**config.mk**
```make
export PLATFORM = sky130hd
export DESIGN_NAME = mult_share_arb
export DESIGN_NICKNAME = d
export VERILOG_FILES = /design/src/rtl/mult_pkg.sv /design/src/rtl/mult_share_arb_rr_arbiter.sv /design/src/rtl/mult_share_arb.sv
export SDC_FILE = /design/constraint.sdc
export NUM_CORES = 1
export LEC_CHECK = 0
export ABC_AREA = 1
export BUFFER_PORTS_ARGS = -buffer_cell sky130_fd_sc_hd__buf_2
export CORE_ASPECT_RATIO = 0.7
export CORE_MARGIN = 2
export CORE_UTILIZATION = 55
export CTS_BUF_LIST = sky130_fd_sc_hd__clkbuf_16
export DETAILED_ROUTE_END_ITERATION = 10
export PLACE_DENSITY = 0.86
export SYNTH_ARGS = -nofsm -noshare
export SYNTH_HDL_FRONTEND = slang
export SYNTH_HIERARCHICAL = 1
export SYNTH_SLANG_ARGS = --single-unit
export TNS_END_PERCENT = 20
```
**constraint.sdc**
```tcl
create_clock -name clk -period 5.8 [get_ports clk]
set_input_delay 0.87 -clock clk [delete_from_list [all_inputs] [get_ports clk]]
set_output_delay 0.87 -clock clk [all_outputs]
set_load 0.005 [all_outputs]
```
**src/rtl/mult_pkg.sv**
```systemverilog
// rtl/mult_pkg.sv - shared constants and helpers for the shared multiplier
package mult_pkg;

    localparam int MULT_N_DEFAULT = 9;

    // Requester-id width; a single requester still gets a 1-bit id.
    function automatic int id_width(input int nreq);
        return (nreq > 1) ? $clog2(nreq) : 1;
    endfunction

endpackage

```
**src/rtl/mult_share_arb_rr_arbiter.sv**
```systemverilog
// rtl/mult_share_arb_rr_arbiter.sv - round-robin arbiter with one-hot grant
module rr_arbiter #(
    parameter int NREQ = 4,
    parameter int IDW  = 2
) (
    input  logic            clk,
    input  logic            rst_n,
    input  logic [NREQ-1:0] req,
    input  logic            en,
    output logic [NREQ-1:0] grant,
    output logic [IDW-1:0]  grant_id,
    output logic            grant_valid
);

    logic [IDW-1:0] ptr;
    logic [IDW:0]   cand;
    logic [IDW:0]   nxt;
    logic           found;

    // Search from ptr upward, wrapping at NREQ; first valid request wins.
    always_comb begin
        found    = 1'b0;
        grant_id = '0;
        cand     = '0;
        for (int k = 0; k < NREQ; k++) begin
            cand = {1'b0, ptr} + (IDW+1)'(k);
            if (cand >= (IDW+1)'(NREQ)) begin
                cand = cand - (IDW+1)'(NREQ);
            end
            if (!found && req[cand[IDW-1:0]]) begin
                found    = 1'b1;
                grant_id = cand[IDW-1:0];
            end
        end
    end

    assign grant_valid = en & found;

    always_comb begin
        grant = '0;
        if (grant_valid) begin
            grant[grant_id] = 1'b1;
        end
    end

    always_comb begin
        nxt = {1'b0, grant_id} + (IDW+1)'(1);
        if (nxt >= (IDW+1)'(NREQ)) begin
            nxt = '0;
        end
    end

    // The winner always has its request up, so grant_valid is an accepted transfer.
    always_ff @(posedge clk) begin
        if (!rst_n) begin
            ptr <= '0;
        end else if (grant_valid) begin
            ptr <= nxt[IDW-1:0];
        end
    end

endmodule

```
**src/rtl/mult_share_arb.sv**
```systemverilog
// rtl/mult_share_arb.sv - round-robin shared N x N multiplier, two-stage pipe
module mult_share_arb
    import mult_pkg::*;
#(
    parameter int  N    = MULT_N_DEFAULT,
    parameter int  NREQ = 4,
    localparam int IDW  = id_width(NREQ)
) (
    input  logic              clk,
    input  logic              rst_n,
    input  logic [NREQ-1:0]   req_valid,
    output logic [NREQ-1:0]   req_ready,
    input  logic [NREQ*N-1:0] req_x1,
    input  logic [NREQ*N-1:0] req_x2,
    output logic              rsp_valid,
    input  logic              rsp_ready,
    output logic [2*N-1:0]    rsp_y,
    output logic [IDW-1:0]    rsp_id
);

    logic            stall;
    logic            adv;
    logic            xfer;
    logic [IDW-1:0]  win_id;
    logic [N-1:0]    sel_x1;
    logic [N-1:0]    sel_x2;

    logic            s1_valid;
    logic [N-1:0]    s1_x1;
    logic [N-1:0]    s1_x2;
    logic [IDW-1:0]  s1_id;
    logic            s2_valid;
    logic [2*N-1:0]  prod;

    assign stall     = s2_valid & ~rsp_ready;
    assign adv       = ~stall;
    assign rsp_valid = s2_valid;

    rr_arbiter #(
        .NREQ (NREQ),
        .IDW  (IDW)
    ) u_arb (
        .clk         (clk),
        .rst_n       (rst_n),
        .req         (req_valid),
        .en          (adv & rst_n),
        .grant       (req_ready),
        .grant_id    (win_id),
        .grant_valid (xfer)
    );

    always_comb begin
        sel_x1 = '0;
        sel_x2 = '0;
        for (int i = 0; i < NREQ; i++) begin
            if (win_id == IDW'(i)) begin
                sel_x1 = req_x1[i*N +: N];
                sel_x2 = req_x2[i*N +: N];
            end
        end
    end

    // Zero-extend before multiplying so the full 2N-bit product is kept.
    assign prod = {{N{1'b0}}, s1_x1} * {{N{1'b0}}, s1_x2};

    always_ff @(posedge clk) begin
        if (!rst_n) begin
            s1_valid <= 1'b0;
            s1_x1    <= '0;
            s1_x2    <= '0;
            s1_id    <= '0;
            s2_valid <= 1'b0;
            rsp_y    <= '0;
            rsp_id   <= '0;
        end else if (adv) begin
            s1_valid <= xfer;
            if (xfer) begin
                s1_x1 <= sel_x1;
                s1_x2 <= sel_x2;
                s1_id <= win_id;
            end
            s2_valid <= s1_valid;
            if (s1_valid) begin
                rsp_y  <= prod;
                rsp_id <= s1_id;
            end
        end
    end

endmodule

```
==> qor_table.md, run 1 <==
| Group | Metric | This run |
|---|---|---|
| timing | Final hold violation count | 0 |
| timing | Worst path setup slack after routing | 1.45 ns |
| cells and area | Final nets | 1030 |
| pwr | Seq pwr share | 0.215 |
| clocking | Post-cts sizing count | 0 |
| cells and area | Layout cell share with drive strength beyond 1 | 0.162 |
| route | Highest metal layer with signal wires | met4 |
| outcome | Outcome | finished, final reports clean |
| pwr | Net switching power | 1.44 mW |
| timing | Largest clock skew in the final design | 0.00495 ns |
| clocking | Buffers inserted by post-CTS timing repair | 0 |
| die | Floorplan Core Area | 0.00918 mm² |
| grt | Leftover overflow at the end of global routing | 0 |
| timing | Count of pins over their slew limit | 0 |
| die | Starting utilization of the core area | 0.572 |
| clocking | Clk pin slew, worst setup/hold paths | 0.06 ns |
| pwr | Pwr per Cell Area | 453 mW/mm² |
| cells and area | Final Cell Area | 0.00592 mm² |
| grt | Antenna violations before repair | 0 |
| pwr | Pleak | 3.69 nW |
| timing | Setup TNS Final | 0 ns |
| placement | Post-Place Setup Slack | 1.51 ns |
| route | Average vias per placed instance | 5.10 |
| clocking | CTS tree | yes |
| pwr | Total power after layout | 2.68 mW |
| cells and area | Most frequent standard cell in the layout excluding fill and tap cells | sky130_fd_sc_hd__inv_1 |
| die | Floorplan die height | 85.7 µm |
| pwr | Clk pwr share | 0.121 |
| setup path | Category of the worst setup path capture point | flip-flop |
| synthesis | Average instance area after synthesis | 6.71 µm² |
| setup path | Maximum fanout along the worst path | 10 |
| die | Total I/O pin count | 104 |
| synthesis | Sequential cell area fraction in the yosys report | 0.168 |
| timing | Transition time of the tightest slew-check pin | 0.692 ns |
| route | Detailed-routing wirelength on met1 | 5860 µm |
| worst hold path | Path class of the lowest-slack min-delay path | flip-flop to flip-flop |
| route | Routed wire length | 12500 µm |
| grt | Largest net degree at the start of global routing | 35 |
| pwr | Worst vdd ir | 434 µV |
| grt | Total track usage | 0.263 |
| synthesis | Number of distinct library cells after synthesis | 30 |
| job | Number of violations of the max-capacitance limit | 0 |
| pwr | Power share of the combinational group | 0.664 |
| setup path | Delay of the slowest cell on the worst path | 0.57 ns |
| clocking | Hold-fix buffers, CTS | 0 |
| route | Number of search-and-repair iterations in the first detailed-routing pass | 5 |
| setup path | R2r setup slk | 1.45 ns |
| setup path | Startpoint type of the worst setup path | flip-flop |
| die | Horizontal die dimension | 121 µm |
| cells and area | Non-filler instance count after layout | 984 |
| route | Total met2 wirelength after detailed routing | 5510 µm |
| clocking | Cell at the root of the clock tree | sky130_fd_sc_hd__clkbuf_16 |
| setup path | Kind of cell adding the most delay to the critical path | adder cells |
| setup path | CP arrival | 4.54 ns |
| placement | Total half-perimeter wirelength after legalization and detailed placement | 10100 µm |
| setup path | Critical path destination | rsp_y[12] |
| cells and area | Area used by sequential logic in the layout | 881 µm² |
| route | Length of routed met3 wiring | 1000 µm |
| setup path | Worst endpoint required time | 5.99 ns |
| cells and area | Commonest cells after routing, fill and taps aside | 185 x sky130_fd_sc_hd__inv_1, 184 x sky130_fd_sc_hd__nand2_1, 103 x sky130_fd_sc_hd__buf_2 |
| setup path | Worst Reg-to-Reg Cells | 18 |
| timing | Setup repair after global routing missed its margin | false |
| route | DRC marker count from the first detailed-route iteration | 304 |
| setup path | Depth of the critical timing path with buffers and inverters included | 18 |
| timing | Worst hold slack | 0.475 ns |
| placement | Buffers on Ports | 103 |
| setup path | Worst-path cell with the longest stage delay | sky130_fd_sc_hd__dfxtp_1 |
| synthesis | Synthesized Nets | 954 |
| clocking | H-tree depth | 2 |
| cells and area | Utilization after layout | 0.645 |
| setup path | Start-to-end type of the worst setup path | flip-flop to flip-flop |
| cells and area | Layout-stage area growth over the synthesis result | 12.7% |
| cells and area | Inserted Diodes | 0 |
| setup path | Critical Path Source | s1_x1[5] |
| timing | Slew headroom | 0.538 |
| grt | Via count of the first global-routing pass | 4800 |
| setup path | Capturing point of the worst reg2reg path | rsp_y[12] |
| route | Routed length per instance | 12.7 µm |
| placement | Total instance count after detailed placement | 976 |
| route | Antenna-violating nets left | 0 |
| timing | Final period utilization | 0.749 |
| clocking | Clk buf depth | 2 |
| timing | Achievable clock frequency | 0.230 GHz |
| setup path | Sum of buffers and inverters on the critical path | 4 |
| route | Number of design rule violations left after detail routing | 0 |
| clocking | Number of buffers inserted during clock tree synthesis | 5 |
| timing | Minimum clock period | 4.35 ns |
| placement | Instance area after placement | 0.00575 mm² |
| synthesis | #FFs+latches synth | 44 |
| cells and area | Number of fill cells in the layout | 813 |
| synthesis | Area of the mapped netlist | 0.00525 mm² |
| pwr | Fraction of power spent switching nets | 0.536 |
| setup path | Crit Reg-Reg Startpoint | s1_x1[5] |
| die | Placement row count | 29 |
| setup path | Crit path cell chain | nand2_1 -> fa_1 -> inv_1 -> fa_1 -> inv_1 -> fa_1 -> fa_1 -> inv_1 -> ha_1 -> nand2_1 -> nand2_1 -> nor2_2 -> nor2_2 -> nor2_1 -> or2_1 -> nand3_1 -> nand2_1 -> inv_1 |
| synthesis | Number of warnings printed during yosys synthesis | 6 |
| route | Vias post-DR | 5017 |
| timing | Final number of setup-violating endpoints | 0 |
| die | Die Outline Area | 0.0104 mm² |
| clocking | Insertion delay to the later sink of the worst-skew pair | 0.29 ns |
| grt | Wire length of the first global-routing pass | 22000 µm |
| clocking | Clk sink count | 44 |
| synthesis | Cell count after synthesis | 783 |
| cells and area | Total area of multi-input combinational cells | 0.00347 mm² |
| pwr | Internal power | 1.24 mW |
| placement | Placer Congestion | 0.964 |
## worst register-to-register path, stage by stage, from the launching register on
cell	delay, ns
sky130_fd_sc_hd__dfxtp_1	0.57
sky130_fd_sc_hd__nand2_1	0.14
sky130_fd_sc_hd__fa_1	0.57
sky130_fd_sc_hd__inv_1	0.06
sky130_fd_sc_hd__fa_1	0.50
sky130_fd_sc_hd__inv_1	0.05
sky130_fd_sc_hd__fa_1	0.48
sky130_fd_sc_hd__fa_1	0.55
sky130_fd_sc_hd__inv_1	0.05
sky130_fd_sc_hd__ha_1	0.38
sky130_fd_sc_hd__nand2_1	0.11
sky130_fd_sc_hd__nand2_1	0.08
sky130_fd_sc_hd__nor2_2	0.22
sky130_fd_sc_hd__nor2_2	0.05
sky130_fd_sc_hd__nor2_1	0.12
sky130_fd_sc_hd__or2_1	0.13
sky130_fd_sc_hd__nand3_1	0.06
sky130_fd_sc_hd__nand2_1	0.09
sky130_fd_sc_hd__inv_1	0.03
## cell usage after synthesis, drive strengths merged
| library cell | count | share of area |
|---|---|---|
| a221oi | 18 | 0.030 |
| nand3b | 2 | 0.0029 |
| xor2 | 4 | 0.0067 |
| o21bai | 2 | 0.0029 |
| or2 | 2 | 0.0024 |
| fa | 50 | 0.19 |
| buf | 11 | 0.016 |
| clkinv | 2 | 0.0014 |
| clkbuf | 23 | 0.017 |
| o21ai | 35 | 0.033 |
| nand3 | 25 | 0.025 |
| inv | 191 | 0.14 |
| o211ai | 1 | 0.0014 |
| dfxtp | 44 | 0.17 |
| a21oi | 49 | 0.047 |
| nand4 | 4 | 0.0048 |
| ha | 42 | 0.10 |
| nor2 | 79 | 0.064 |
| xnor2 | 1 | 0.0017 |
| nand2 | 198 | 0.15 |
## flip-flops by register name (all words and copies together), names as in the netlist
register / count
rsp_id: 2
rsp_valid: 1
rsp_y: 18
s1_id: 2
s1_valid: 1
s1_x1: 9
s1_x2: 9
u_arb/ptr: 2
## kinds of logic (layout without fill, tap and decap cells)
kind of cell | count (synthesis) | in the layout | share of synthesized area
compound gates | 105 | 105 | 0.114
xor+xnor | 5 | 5 | 0.00834
fa+ha+maj | 92 | 92 | 0.291
buf+inv | 227 | 304 | 0.171
flops | 44 | 44 | 0.168
simple gates | 310 | 310 | 0.248
## per-layer routing
| layer | GRT usage | vias to the layer above |
|---|---|---|
| met5 | 0 | - |
| met4 | 0.0507 | 0 |
| met3 | 0.0612 | 19 |
| met2 | 0.413 | 195 |
| met1 | 0.376 | 2292 |
| li1 | - | 2511 |
## power by group through the flow
stage          sequential, mW  combinational [mW]  clock [mW]
2_1_floorplan           0.424                1.50           0
3_3_place_gp            0.569                1.73           0
3_5_place_dp            0.573                1.74           0
4_1_cts                 0.566                1.77       0.331
5_1_grt                 0.593                2.04       0.342
6_report                0.576                1.78       0.325
## cell type report
type / count / area share
sequential: 44 / 0.149
tap: 124 / 0.0262
multi-input combinational: 512 / 0.587
timing repair buffer: 103 / 0.0871
clock buffer: 5 / 0.0211
inverter: 193 / 0.122
clock inverter: 3 / 0.00719
## how the worst min path moves through the flow
stage,slack [ns],startpoint,end,cells past startpoint
after global placement,0.46,s1_valid,s1_valid,2
after global routing,0.49,s1_valid,s1_valid,2
after CTS,0.48,s1_valid,s1_valid,2
final,0.48,s1_valid,s1_valid,2
after detailed placement,0.46,s1_valid,s1_valid,2
after floorplan,0.44,s1_valid,s1_valid,2
No activity file was read; power rests on OpenSTA's default activity.
==> run 2: changes to the inputs <==
CORE_UTILIZATION = 52   (was 55)
PLACE_DENSITY = 0.85   (was 0.86)
clock period = 3.7 ns   (was 5.8 ns; I/O delays follow)
==> qor_table.md, run 2 (synthesized netlist as in run 1, its figures left out) <==
| Group | Metric | This run |
|---|---|---|
| cells and area | Commonest cells after routing, fill and taps aside | 167 x sky130_fd_sc_hd__inv_1, 163 x sky130_fd_sc_hd__nand2_1, 103 x sky130_fd_sc_hd__buf_2 |
| timing | Setup TNS Final | -0.621 ns |
| clocking | Clk sink count | 44 |
| setup path | Worst Reg-to-Reg Cells | 18 |
| setup path | CP arrival | 3.99 ns |
| timing | Final period utilization | 1.03 |
| timing | Count of pins over their slew limit | 0 |
| clocking | Clk pin slew, worst setup/hold paths | 0.06 ns |
| cells and area | Layout cell share with drive strength beyond 1 | 0.304 |
| clocking | H-tree depth | 2 |
| outcome | Outcome | finished with violations |
| setup path | R2r setup slk | -0.1 ns |
| cells and area | Final nets | 1087 |
| setup path | Kind of cell adding the most delay to the critical path | adder cells |
| setup path | Maximum fanout along the worst path | 8 |
| route | Vias post-DR | 5498 |
| grt | Total track usage | 0.295 |
| cells and area | Number of flip-flops in the largest register | 18 |
| setup path | Crit path cell chain | nand2_1 -> inv_1 -> fa_1 -> fa_1 -> fa_1 -> inv_1 -> fa_1 -> inv_2 -> ha_4 -> nand2_4 -> inv_2 -> nand2_1 -> nand2_1 -> inv_1 -> nand3_1 -> nand3_1 -> nand2_1 -> inv_1 |
| timing | Largest clock skew in the final design | 0.00551 ns |
| die | Floorplan die height | 88.1 µm |
| placement | Buffers on Ports | 103 |
| die | Placement row count | 30 |
| setup path | Critical path destination | rsp_y[13] |
| pwr | Pleak | 4.00 nW |
| timing | Minimum clock period | 3.80 ns |
| setup path | Startpoint type of the worst setup path | flip-flop |
| route | Average vias per placed instance | 5.26 |
| route | Routed wire length | 15000 µm |
| timing | Slew headroom | 0.543 |
| setup path | Capturing point of the worst reg2reg path | rsp_y[13] |
| setup path | Sum of buffers and inverters on the critical path | 6 |
| clocking | Cell at the root of the clock tree | sky130_fd_sc_hd__clkbuf_16 |
| clocking | Insertion delay to the later sink of the worst-skew pair | 0.29 ns |
| setup path | Delay of the slowest cell on the worst path | 0.56 ns |
| placement | Total half-perimeter wirelength after legalization and detailed placement | 10700 µm |
| grt | Wire length of the first global-routing pass | 25200 µm |
| clocking | Hold-fix buffers, CTS | 0 |
| clocking | CTS tree | yes |
| setup path | Depth of the critical timing path with buffers and inverters included | 18 |
| cells and area | Utilization after layout | 0.684 |
| timing | Final hold violation count | 0 |
| pwr | Pwr per Cell Area | 790 mW/mm² |
| setup path | Worst-path cell with the longest stage delay | sky130_fd_sc_hd__fa_1 |
| die | Die Outline Area | 0.0109 mm² |
| cells and area | Inserted Diodes | 0 |
| job | Number of violations of the max-capacitance limit | 0 |
| timing | Setup repair after global routing missed its margin | true |
| grt | Largest net degree at the start of global routing | 34 |
| cells and area | Number of fill cells in the layout | 794 |
| die | Floorplan Core Area | 0.00976 mm² |
| worst hold path | Path class of the lowest-slack min-delay path | flip-flop to flip-flop |
| route | Antenna-violating nets left | 0 |
| grt | Leftover overflow at the end of global routing | 0 |
| route | Routed length per instance | 14.3 µm |
| cells and area | Largest regs | rsp_y (18), s1_x1 (9), s1_x2 (9) |
| pwr | Worst vdd ir | 510 µV |
| placement | Placer Congestion | 0.943 |
| setup path | Crit Reg-Reg Startpoint | s1_x1[6] |
| route | DRC marker count from the first detailed-route iteration | 481 |
| die | Horizontal die dimension | 124 µm |
| grt | Via count of the first global-routing pass | 5456 |
| setup path | Worst endpoint required time | 3.89 ns |
| setup path | Start-to-end type of the worst setup path | flip-flop to flip-flop |
| timing | Worst path setup slack after routing | -0.0971 ns |
| cells and area | Most frequent standard cell in the layout excluding fill and tap cells | sky130_fd_sc_hd__inv_1 |
| timing | Achievable clock frequency | 0.263 GHz |
| clocking | Clk buf depth | 2 |
| route | Number of design rule violations left after detail routing | 0 |
| setup path | Category of the worst setup path capture point | flip-flop |
| clocking | Number of buffers inserted during clock tree synthesis | 5 |
| timing | Final number of setup-violating endpoints | 9 |
| cells and area | Largest register by flop count | rsp_y |
| die | Total I/O pin count | 104 |
| grt | Antenna violations before repair | 1 |
| timing | Transition time of the tightest slew-check pin | 0.685 ns |
| setup path | Critical Path Source | s1_x1[6] |
| outcome | Violations in the final reports | negative setup slack |
| cells and area | Layout-stage area growth over the synthesis result | 27.1% |
| route | Number of search-and-repair iterations in the first detailed-routing pass | 6 |
| die | Starting utilization of the core area | 0.538 |
## run 2: worst min path at each step
stage / from / endpoint / slack (ns) / depth (start not counted)
6_report: rsp_y[0] / rsp_y[0] / 0.48 / 2
5_1_grt: s1_valid / s1_valid / 0.50 / 2
4_1_cts: s1_valid / s1_valid / 0.48 / 2
3_5_place_dp: rsp_y[0] / rsp_y[0] / 0.47 / 2
3_3_place_gp: s1_valid / s1_valid / 0.45 / 2
2_1_floorplan: s1_valid / s1_valid / 0.44 / 2
## run 2: tightest hold or removal path: cells and delay by family (launching register included)
family | cells | cell delay (ns)
AND/OR/NAND/NOR | 1 | 0.06
AO/OA/AOI/OAI | 1 | 0.06
flip-flops | 1 | 0.31
## run 2: what timing repair did
action | in CTS | in global routing
pin swaps | 54 | 13
setup buffers | 10 | 0
endpoints found under the hold margin | 0 | 0
setup endpoints to repair | 11 | 11
resized for setup | 88 | 14
## run 2: metal layers
layer	wire [µm]	vias up	part of all wire	GRT usage
li1	-	2618	-	-
met4	428	0	0.029	0.0909
met1	6350	2542	0.42	0.394
met3	1510	48	0.10	0.0547
met2	6670	290	0.45	0.488
met5	0	-	0	0
## run 2: area by class of cell
class / count / area [µm²] / area share
inverters: 193 / 724 / 0.109
clock inverters: 3 / 42.5 / 0.00638
flip-flops and latches: 44 / 925 / 0.139
clock buffers: 5 / 125 / 0.0188
repair buffers: 160 / 958 / 0.144
well taps: 128 / 160 / 0.0240
multi-input cells: 512 / 3740 / 0.560
## run 2: power breakdown
part           switching [mW]  internal, mW  total, mW  leakage [nW]
registers               0.204         0.644      0.848         0.371
clock network           0.199         0.318      0.517        0.0814
logic                    2.23          1.68       3.91          3.54
## run 2: metrics by stage
step	setup WS, ns	hold WS, ns	cells	power (mW)	area, µm²
global placement	-0.328	0.455	1027	4.08	6160
global route	-0.281	0.499	1045	5.74	6670
CTS	-0.0457	0.478	1045	5.14	6630
finish	-0.0971	0.477	1045	5.27	6670
detailed placement	-0.333	0.466	1027	4.15	6160
floorplan	0.000288	0.443	783	3.14	5330
==> run 3: changes to the inputs <==
GPL_ROUTABILITY_DRIVEN = 1   (was default)
RECOVER_POWER = 100   (was default)
==> qor_table.md, run 3 (synthesized netlist as in run 1, its figures left out) <==
| Group | Metric | This run |
|---|---|---|
| setup path | Category of the worst setup path capture point | flip-flop |
| route | Routed wire length | 15000 µm |
| cells and area | Non-filler instance count after layout | 1045 |
| cells and area | Layout-stage area growth over the synthesis result | 26.2% |
| setup path | Worst-path cell with the longest stage delay | sky130_fd_sc_hd__fa_1 |
| setup path | Startpoint type of the worst setup path | flip-flop |
| placement | Total half-perimeter wirelength after legalization and detailed placement | 10700 µm |
| route | Number of design rule violations left after detail routing | 0 |
| placement | Total instance count after detailed placement | 1027 |
| timing | Slew headroom | 0.527 |
| grt | Wire length of the first global-routing pass | 25200 µm |
| placement | Placer Congestion | 0.943 |
| pwr | Pwr per Cell Area | 790 mW/mm² |
| die | Floorplan die height | 88.1 µm |
| cells and area | Utilization after layout | 0.679 |
| grt | Leftover overflow at the end of global routing | 0 |
| die | Total I/O pin count | 104 |
| cells and area | Most frequent standard cell in the layout excluding fill and tap cells | sky130_fd_sc_hd__inv_1 |
| grt | Antenna violations before repair | 0 |
| setup path | Worst endpoint required time | 3.89 ns |
| route | Average vias per placed instance | 5.21 |
| setup path | CP arrival | 3.99 ns |
| outcome | Outcome | finished with violations |
| route | Routed length per instance | 14.3 µm |
| clocking | CTS tree | yes |
| clocking | Clk buf depth | 2 |
| clocking | Insertion delay to the later sink of the worst-skew pair | 0.29 ns |
| cells and area | Final nets | 1087 |
| die | Horizontal die dimension | 124 µm |
| cells and area | Final Cell Area | 0.00663 mm² |
| cells and area | Layout cell share with drive strength beyond 1 | 0.279 |
| clocking | Cell at the root of the clock tree | sky130_fd_sc_hd__clkbuf_16 |
| timing | Achievable clock frequency | 0.263 GHz |
| timing | Setup repair after global routing missed its margin | true |
| grt | Via count of the first global-routing pass | 5456 |
| placement | Buffers on Ports | 103 |
| pwr | Pleak | 3.94 nW |
| die | Starting utilization of the core area | 0.538 |
| clocking | Clk sink count | 44 |
| outcome | Violations in the final reports | negative setup slack |
| timing | Largest clock skew in the final design | 0.00639 ns |
| timing | Final period utilization | 1.03 |
| timing | Final number of setup-violating endpoints | 9 |
| pwr | Worst vdd ir | 499 µV |
| placement | Instance area after placement | 0.00616 mm² |
| worst hold path | Path class of the lowest-slack min-delay path | flip-flop to flip-flop |
| setup path | Crit path cell chain | buf_4 -> nand2_1 -> inv_1 -> fa_2 -> fa_1 -> inv_1 -> fa_1 -> fa_1 -> inv_2 -> ha_4 -> nand2_1 -> nand2_2 -> nor2_4 -> inv_2 -> nand2_2 -> nand3_1 -> nand2_1 -> nand3_1 -> nand2_1 -> inv_1 |
| setup path | Most numerous cell on the critical path | sky130_fd_sc_hd__nand2_1 |
| timing | Minimum clock period | 3.80 ns |
| setup path | R2r setup slk | -0.1 ns |
| die | Die Outline Area | 0.0109 mm² |
| cells and area | Largest regs | rsp_y (18), s1_x1 (9), s1_x2 (9) |
| cells and area | Inserted Diodes | 0 |
| timing | Transition time of the tightest slew-check pin | 0.707 ns |
| clocking | Clk pin slew, worst setup/hold paths | 0.07 ns |
| cells and area | Number of flip-flops in the largest register | 18 |
| timing | Worst path setup slack after routing | -0.0955 ns |
| setup path | Kind of cell adding the most delay to the critical path | adder cells |
| grt | Total track usage | 0.295 |
| grt | Largest net degree at the start of global routing | 34 |
| die | Floorplan Core Area | 0.00976 mm² |
| route | Antenna-violating nets left | 0 |
| job | Number of violations of the max-capacitance limit | 0 |
| clocking | H-tree depth | 2 |
| clocking | Number of buffers inserted during clock tree synthesis | 5 |
| timing | Final hold violation count | 0 |
| setup path | Delay of the slowest cell on the worst path | 0.55 ns |
| setup path | Start-to-end type of the worst setup path | flip-flop to flip-flop |
| cells and area | Commonest cells after routing, fill and taps aside | 169 x sky130_fd_sc_hd__inv_1, 166 x sky130_fd_sc_hd__nand2_1, 88 x sky130_fd_sc_hd__buf_2 |
| placement | Post-Place Setup Slack | -0.333 ns |
| setup path | Maximum fanout along the worst path | 5 |
| cells and area | Number of fill cells in the layout | 812 |
| setup path | Sum of buffers and inverters on the critical path | 6 |
| timing | Count of pins over their slew limit | 0 |
| cells and area | Largest register by flop count | rsp_y |
| die | Placement row count | 30 |
| route | DRC marker count from the first detailed-route iteration | 444 |
| route | Vias post-DR | 5444 |
| route | Number of search-and-repair iterations in the first detailed-routing pass | 5 |
## run 3: changes by cell type in the layout (fill, tap and decap cells not counted), sizes merged
cell and change:
buf -14, clkbuf +14, clkinv +1, inv -1
## run 3: routing by layer
| metal | global-route usage | wire length, µm | share of wire |
|---|---|---|---|
| met2 | 0.488 | 6670 | 0.45 |
| met4 | 0.0909 | 416 | 0.028 |
| met3 | 0.0547 | 1510 | 0.10 |
| met1 | 0.394 | 6380 | 0.43 |
| met5 | 0 | 0 | 0 |
## run 3: tightest hold or removal path: stages, from the launching register on
cell and delay, ns:
sky130_fd_sc_hd__dfxtp_1 0.31, sky130_fd_sc_hd__nand2_1 0.06, sky130_fd_sc_hd__a21oi_1 0.06
## run 3: worst paths after layout
check | startpoint | to | cells past startpoint
worst max register to register | s1_x1[2] | rsp_y[16] | 20
worst max-delay path | s1_x1[2] | rsp_y[16] | 20
worst min register to register | rsp_y[0] | rsp_y[0] | 2
worst min-delay path | rsp_y[0] | rsp_y[0] | 2
## run 3: stage by stage
step	TNS, ns	hold slack, ns	power (mW)
after floorplan	0	0.443	3.14
final	-0.667	0.480	5.24
after global placement	-2.17	0.455	4.08
after detailed placement	-2.70	0.466	4.15
after CTS	-0.223	0.478	5.14
after global routing	-3.08	0.499	5.70
## run 3: area by class of cell
cell class / count / area, µm² / area share
multi-input cells: 512 / 3710 / 0.560
repair buffers: 160 / 941 / 0.142
flip-flops and latches: 44 / 925 / 0.140
inverters: 193 / 724 / 0.109
well taps: 128 / 160 / 0.0242
clock buffers: 5 / 125 / 0.0189
clock inverters: 3 / 42.5 / 0.00642
## run 3: report_power, final
part / internal [mW] / total, mW / switching (mW)
registers: 0.644 / 0.849 / 0.205
clock network: 0.318 / 0.518 / 0.200
logic: 1.66 / 3.87 / 2.21
## run 3: what timing repair did
action                     CTS  global route
pin swaps                   54            13
gates resized for setup     88            14
hold buffers                 0             0
buffers inserted            10             0
setup endpoints to repair   11            11
